## src/rtl/df_multiplier_seq_pkg.sv

```systemverilog
// df_multiplier_seq_pkg: shared FSM state encoding for the filter multiplier blocks
package df_multiplier_seq_pkg;
  typedef enum logic [1:0] {
    IDLE = 2'd0,
    RUN  = 2'd1,
    FIN  = 2'd2,
    DONE = 2'd3
  } state_t;
endpackage

```

## src/rtl/df_multiplier_seq_if.sv

```systemverilog
// df_multiplier_seq_if: sample/result handshakes plus coefficient register access
// master: drives in_valid/in_data, out_ready, coef_we/coef_in; slave: the multiplier
interface df_multiplier_seq_if #(
  parameter int DATA_W = 8,
  parameter int COEF_W = 5,
  parameter int OUT_W  = 8
);
  logic              coef_we;
  logic [COEF_W-1:0] coef_in;
  logic [COEF_W-1:0] coef;
  logic              in_valid;
  logic              in_ready;
  logic [DATA_W-1:0] in_data;
  logic              out_valid;
  logic              out_ready;
  logic [OUT_W-1:0]  out_data;
  logic              out_sat;
  modport master (
    output coef_we, coef_in, in_valid, in_data, out_ready,
    input  coef, in_ready, out_valid, out_data, out_sat
  );
  modport slave (
    input  coef_we, coef_in, in_valid, in_data, out_ready,
    output coef, in_ready, out_valid, out_data, out_sat
  );
endinterface

```

## src/rtl/df_round_sat.sv

```systemverilog
// df_round_sat: optional round-half-up, right shift by SHIFT and unsigned saturation to OUT_W
// acc: full-width product in; data: reduced result; sat: result was clipped
module df_round_sat #(
  parameter int P     = 13,
  parameter int SHIFT = 8,
  parameter int ROUND = 0,
  parameter int OUT_W = 8
) (
  input  logic [P-1:0]     acc,
  output logic [OUT_W-1:0] data,
  output logic             sat
);
  localparam logic [P:0] RND = (ROUND != 0 && SHIFT > 0) ? {{P{1'b0}}, 1'b1} << (SHIFT > 0 ? SHIFT - 1 : 0) : '0;
  logic [P:0] sum;
  logic [P:0] shifted;
  // one extra bit so the rounding add cannot wrap
  assign sum = {1'b0, acc} + RND;
  assign shifted = sum >> SHIFT;
  assign sat = (shifted >> OUT_W) != '0;
  assign data = sat ? '1 : OUT_W'(shifted);
endmodule

```

## src/rtl/df_multiplier_seq.sv

```systemverilog
// df_multiplier_seq: shift-add multiplier computing sat((data*coef + rnd) >> SHIFT) with a run-time coefficient
// clk/rst: clock and async active-high reset; bus: sample/result handshakes and coefficient access; busy: not idle
module df_multiplier_seq
  import df_multiplier_seq_pkg::*;
#(
  parameter int DATA_W     = 8,
  parameter int COEF_W     = 5,
  parameter int OUT_W      = 8,
  parameter int SHIFT      = 8,
  parameter int ROUND      = 0,
  parameter int COEF_RESET = 27
) (
  input  logic                 clk,
  input  logic                 rst,
  df_multiplier_seq_if.slave   bus,
  output logic                 busy
);
  localparam int P  = DATA_W + COEF_W;
  localparam int CW = $clog2(COEF_W + 1);
  state_t            state, state_n;
  logic [P-1:0]      mcand, acc;
  logic [COEF_W-1:0] mult, coef_r;
  logic [CW-1:0]     cnt;
  logic [OUT_W-1:0]  out_data_r, rs_data;
  logic              out_sat_r, rs_sat, run_done;
  // RUN steps while cnt < COEF_W and leaves once all multiplier bits are consumed
  assign run_done = cnt == CW'(COEF_W);
  always_ff @(posedge clk or posedge rst)
    if (rst) state <= IDLE;
    else state <= state_n;
  always_comb begin
    state_n = state == IDLE ? (bus.in_valid ? RUN : IDLE) :
              state == RUN  ? (run_done ? FIN : RUN) :
              state == FIN  ? DONE :
              (bus.out_ready ? IDLE : DONE);
  end
  always_comb begin
    bus.in_ready  = state == IDLE;
    bus.out_valid = state == DONE;
    busy          = state != IDLE;
  end
  df_round_sat #(.P(P), .SHIFT(SHIFT), .ROUND(ROUND), .OUT_W(OUT_W)) u_rs (
    .acc  (acc),
    .data (rs_data),
    .sat  (rs_sat)
  );
  // the multiplier snapshot is taken before a same-edge coefficient write lands
  always_ff @(posedge clk or posedge rst)
    if (rst) begin
      coef_r     <= COEF_W'(COEF_RESET);
      mcand      <= '0;
      mult       <= '0;
      acc        <= '0;
      cnt        <= '0;
      out_data_r <= '0;
      out_sat_r  <= 1'b0;
    end else begin
      if (bus.coef_we) coef_r <= bus.coef_in;
      if (state == IDLE && bus.in_valid) begin
        mcand <= P'(bus.in_data);
        mult  <= coef_r;
        acc   <= '0;
        cnt   <= '0;
      end else if (state == RUN && !run_done) begin
        acc   <= acc + (mult[0] ? mcand : '0);
        mcand <= mcand << 1;
        mult  <= mult >> 1;
        cnt   <= cnt + 1'b1;
      end
      if (state == FIN) begin
        out_data_r <= rs_data;
        out_sat_r  <= rs_sat;
      end
    end
  assign bus.coef     = coef_r;
  assign bus.out_data = out_data_r;
  assign bus.out_sat  = out_sat_r;
endmodule

```

## src/flat_wrapper.sv

```systemverilog
// flat-port wrapper written by rule: the top's interface ports become plain ports
module df_multiplier_seq_flat import df_multiplier_seq_pkg::*;
#(
  parameter int DATA_W     = 8,
  parameter int COEF_W     = 5,
  parameter int OUT_W      = 8,
  parameter int SHIFT      = 8,
  parameter int ROUND      = 0,
  parameter int COEF_RESET = 27
)
  (clk, rst, busy, bus_coef_we, bus_coef_in, bus_in_valid, bus_in_data, bus_out_ready, bus_coef, bus_in_ready, bus_out_valid, bus_out_data, bus_out_sat);
  df_multiplier_seq_if #(.DATA_W(DATA_W), .COEF_W(COEF_W), .OUT_W(OUT_W)) bus_i ();
  input  logic clk;
  input  logic rst;
  output logic busy;
  input wire logic [$bits(bus_i.coef_we)-1:0] bus_coef_we;
  input wire logic [$bits(bus_i.coef_in)-1:0] bus_coef_in;
  input wire logic [$bits(bus_i.in_valid)-1:0] bus_in_valid;
  input wire logic [$bits(bus_i.in_data)-1:0] bus_in_data;
  input wire logic [$bits(bus_i.out_ready)-1:0] bus_out_ready;
  output wire logic [$bits(bus_i.coef)-1:0] bus_coef;
  output wire logic [$bits(bus_i.in_ready)-1:0] bus_in_ready;
  output wire logic [$bits(bus_i.out_valid)-1:0] bus_out_valid;
  output wire logic [$bits(bus_i.out_data)-1:0] bus_out_data;
  output wire logic [$bits(bus_i.out_sat)-1:0] bus_out_sat;
  assign bus_i.coef_we = bus_coef_we;
  assign bus_i.coef_in = bus_coef_in;
  assign bus_i.in_valid = bus_in_valid;
  assign bus_i.in_data = bus_in_data;
  assign bus_i.out_ready = bus_out_ready;
  assign bus_coef = bus_i.coef;
  assign bus_in_ready = bus_i.in_ready;
  assign bus_out_valid = bus_i.out_valid;
  assign bus_out_data = bus_i.out_data;
  assign bus_out_sat = bus_i.out_sat;
  df_multiplier_seq #(.DATA_W(DATA_W), .COEF_W(COEF_W), .OUT_W(OUT_W), .SHIFT(SHIFT), .ROUND(ROUND), .COEF_RESET(COEF_RESET)) u_core (.clk(clk), .rst(rst), .bus(bus_i), .busy(busy));
endmodule
```

## config.mk

```make
export PLATFORM = sky130hd
export DESIGN_NAME = df_multiplier_seq_flat
export DESIGN_NICKNAME = d
export VERILOG_FILES = /design/src/rtl/df_multiplier_seq_pkg.sv /design/src/rtl/df_multiplier_seq_if.sv /design/src/rtl/df_round_sat.sv /design/src/rtl/df_multiplier_seq.sv /design/src/flat_wrapper.sv
export SDC_FILE = /design/constraint.sdc
export NUM_CORES = 1
export LEC_CHECK = 0
export ABC_AREA = 1
export ABC_CLOCK_PERIOD_IN_PS = 2700
export CORE_AREA = 3 3 59 102
export CTS_BUF_LIST = sky130_fd_sc_hd__clkbuf_4 sky130_fd_sc_hd__clkbuf_8 sky130_fd_sc_hd__clkbuf_16
export CTS_CLUSTER_DIAMETER = 80
export CTS_CLUSTER_SIZE = 14
export DETAILED_ROUTE_END_ITERATION = 8
export DIE_AREA = 0 0 62 105
export HOLD_SLACK_MARGIN = 0.15
export PLACE_DENSITY = 0.83
export SYNTH_ARGS = -nofsm -noshare
export SYNTH_HDL_FRONTEND = slang
export SYNTH_HIERARCHICAL = 1
export SYNTH_SLANG_ARGS = --single-unit
```

## constraint.sdc

```tcl
create_clock -name clk -period 2.7 [get_ports clk]
set_clock_uncertainty 0.1 [all_clocks]
set_input_delay 0.27 -clock clk [delete_from_list [all_inputs] [get_ports clk]]
set_output_delay 0.27 -clock clk [all_outputs]
set_load 0.05 [all_outputs]
```

==> results.txt <==
- Number of global-route vias before repair: 2,537
* Sum of negative setup slack: 0 ns
* Initial core utilization: 0.555
* Total clock buffers created by CTS: 5
- In this run, post-CTS hold repair placed 0 buffers.
* I/O pin count: 35
- After layout, the minimum clock period comes to 2.19 ns.
- TritonCTS clock tree: built
- Counting flops with an async set or reset pin after synthesis yields a share of 1.00.
- Setup violations remaining at the end of the flow were counted as 0.
- Launching element type of the critical path: flop
* Remaining global-route overflow: 0
- Max-cap viol count: 0
- The worst setup path is of the flop to output pin kind.
- In this run, the number of DRC markers left after iteration 0 of detailed routing was 74.
- Entering global routing, the biggest net connects 29 pins.
- Synthesis produced 367 cells.
- Ratio of final minimum period to clock period: 0.813
- Register bit total from synthesis: 50
- Cell with the largest stage delay on the worst path: clkdlybuf4s50_1
- Die outline height: 105 µm
- Leakage power of the design: 1.80 nW
- For the pin with the worst max-slew slack, the measured transition is 0.513 ns.
- Along the worst path, the maximum fanout reaches 6.
- Die Area: 0.00651 mm²
* Netlist area before placement: 0.00294 mm²
- Run status: finished, final reports clean
- The library cells used most frequently in the layout, excluding fill and tap cells, are nand2_1, inv_1, dfrtp_1.
- Layout cells sized above 1: 0.101
* Crit Reg-Reg Startpoint: u_core/mult[0]$_DFFE_PP0P_
- Data arrives at the worst endpoint at 1.82 ns.
* Antenna violations before repair: 0
* Core ar.: 0.00530 mm²
- Number of pins exceeding their max-slew limit in the final report: 0
- Resized Gates After CTS: 0
* Number of diodes added for antenna fixing: 0
* Worst slack on hold paths: 0.209 ns
* Overall fraction of global-route tracks in use: 0.213
* Clock-pin slew on the worst setup and hold paths: 0.09 ns
- After detailed placement, the design holds a cell count of 464.
- IR analysis of the VDD net gives a maximum drop of 0.732 mV.
* Endpoint required time on the critical path: 2.33 ns
- The path class of the tightest hold or removal check is primary input to asynchronous set/reset pin.
- After detailed routing, the number of vias per cell comes to 5.09.
* Endpoints failing hold: 0
* Detailed Place HPWL: 4510 µm
- In this run the register-to-register setup slack is 0.51 ns.
- Non-filler cells in the finished layout: 472
- Number of enable-type register cells in the synthesized netlist: 0
* Capture point of the worst reg-to-reg path: u_core/acc[6]$_DFFE_PP0P_
* Achievable clock frequency: 456 MHz
- Setup repair after global routing left no endpoint under its margin.
* Maximum root-to-sink buffer count: 2
- The first global-routing pass estimated 10,800 µm of wire.
- Number of buffer and inverter stages on the critical path: 1
- Clock tree synthesis selected as its root buffer the cell clkbuf_8.
* Power density cells: 1330 mW/mm²
- From synthesis to final layout, the design area changed by 15.4%.
* Kind of cell adding the most delay to the critical path: buffers and inverters
* Cell Rows: 35
- GP Congestion: 0.892
- Horizontal die dimension: 62 µm
- The number of different library cells used by synthesis comes to 31.
- For this run, design rule violations remaining after detail routing come to 0.
- Via Count: 2,404
- After filler insertion, the fill cell instance count of the layout stands at 437.
- Number of detailed-routing iterations run before antenna repair: 4
* DRT Wirelength: 6080 µm
* Post-route antenna net violation count: 0
- Each instance of the synthesized netlist takes up on average 8.01 µm².
- Cell depth of the worst flop-to-flop path: 13
* Max incr delay on CP: 0.84 ns
- Top_reg_cell synth: dfrtp_1
* Remaining max-slew budget at the tightest pin: 0.657
- Most common cell after layout, fill and taps aside: nand2_1
- The clock reaches the later pin of the worst-skew pair after 0.31 ns.
- Input and output buffers added on the ports amount to 34.
- Average wire per cell in the routed design: 12.9 µm
* Kind of capture point of the worst setup path: output pin
- TritonCTS Sinks: 50
- Post-CTS timing repair inserted 0 buffers for setup.
- The clock tree synthesis step divided the H-tree into 2 levels.
- The signal on the critical path passes through nor2_2, clkdlybuf4s50_1.
- For this run, the number of Yosys warnings is 6.
* Final net count: 430
- Sequential element share of the synthesized area: 0.427
## cells in the mapped netlist, drive strengths merged (3+ instances only)
cell type	instances	area share
a21oi	7	0.012
a31oi	3	0.0064
buf	15	0.043
dfrtp	46	0.39
dfstp	4	0.036
ha	14	0.060
inv	63	0.082
mux2	14	0.054
nand2	114	0.16
nand3	17	0.029
nand4	4	0.0085
nor2	20	0.027
o21ai	28	0.049
o22ai	8	0.017
xor2	3	0.0089
## flip-flops by register name (all words and copies together), names as in the netlist
register / cells
u_core/acc: 13
u_core/bus.out_data: 8
u_core/mult: 5
u_core/mcand: 13
u_core/state: 2
u_core/cnt: 3
u_core/bus.out_sat: 1
u_core/bus.coef: 5
## worst reg2reg max path, stage by stage (launching register included)
cell and delay, ns:
dfrtp_1 0.51, nand2_1 0.09, inv_1 0.06, ha_1 0.18, inv_1 0.07, fa_1 0.41
inv_1 0.09, nand3_1 0.06, nand3_1 0.17, nand2_1 0.07, nand2_1 0.07, nand2_1 0.06
nand2_1 0.05, o21ai_0 0.08
## power breakdown
group          switching [W]  internal, W  total [W]
sequential          0.000220      0.00110    0.00132
clock               0.000260     0.000278   0.000538
combinational        0.00172     0.000919    0.00264
total                0.00220      0.00230    0.00450
## final cells by class
cell class                 instances  area (µm²)  share of cell area
clock buffer                       5        68.8              0.0203
multi-input combinational        241        1320               0.390
inverter                          63         241              0.0712
sequential                        50        1260               0.370
tap                               74        92.6              0.0273
clock inverter                     3        43.8              0.0129
timing repair buffer              36         368               0.108
## routing by layer
metal  vias to the layer above  share of wire  wire length [µm]  GRT usage
met1                      1124           0.38              2320      0.247
met2                        64           0.56              3380      0.365
met3                         8          0.044               268     0.0371
li1                       1208              -                 -          -
met5                         -              0                 0          0
met4                         0          0.019               114     0.0850
## how the worst max path moves through the flow
stage	start	endpoint	cells after the start
4_1_cts	u_core/state[1]$_DFF_PP0_	bus_in_ready	2
5_1_grt	u_core/mult[0]$_DFFE_PP0P_	u_core/acc[12]$_DFFE_PP0P_	13
2_1_floorplan	u_core/mult[0]$_DFFE_PP0P_	u_core/acc[12]$_DFFE_PP0P_	14
3_5_place_dp	u_core/mult[0]$_DFFE_PP0P_	u_core/acc[12]$_DFFE_PP0P_	13
3_3_place_gp	u_core/mult[0]$_DFFE_PP0P_	u_core/acc[12]$_DFFE_PP0P_	13
6_report	u_core/state[1]$_DFF_PP0_	bus_in_ready	2
## cells by family (layout without fill, tap and decap cells)
logic type,count (synthesis),count (layout),share of synthesized area
compound gates,48,48,0.0898
xor+xnor,3,3,0.00894
fa+ha+maj,15,15,0.0664
buf+inv,79,107,0.127
flops,50,50,0.427
mux,14,14,0.0536
other cells,1,4,0.00128
simple gates,157,157,0.226
## stage by stage
stage	cell area [µm²]	total power (W)	setup slack, ns	util
floorplan	2950	0.00342	0.572	-
global placement	3280	0.00385	0.632	0.619
detailed placement	3280	0.00395	0.568	0.619
CTS	3390	0.00451	0.489	0.640
global route	3390	0.00490	0.299	0.640
finish	3390	0.00450	0.505	0.640
Note: power is estimated with default switching activity, not from simulation.
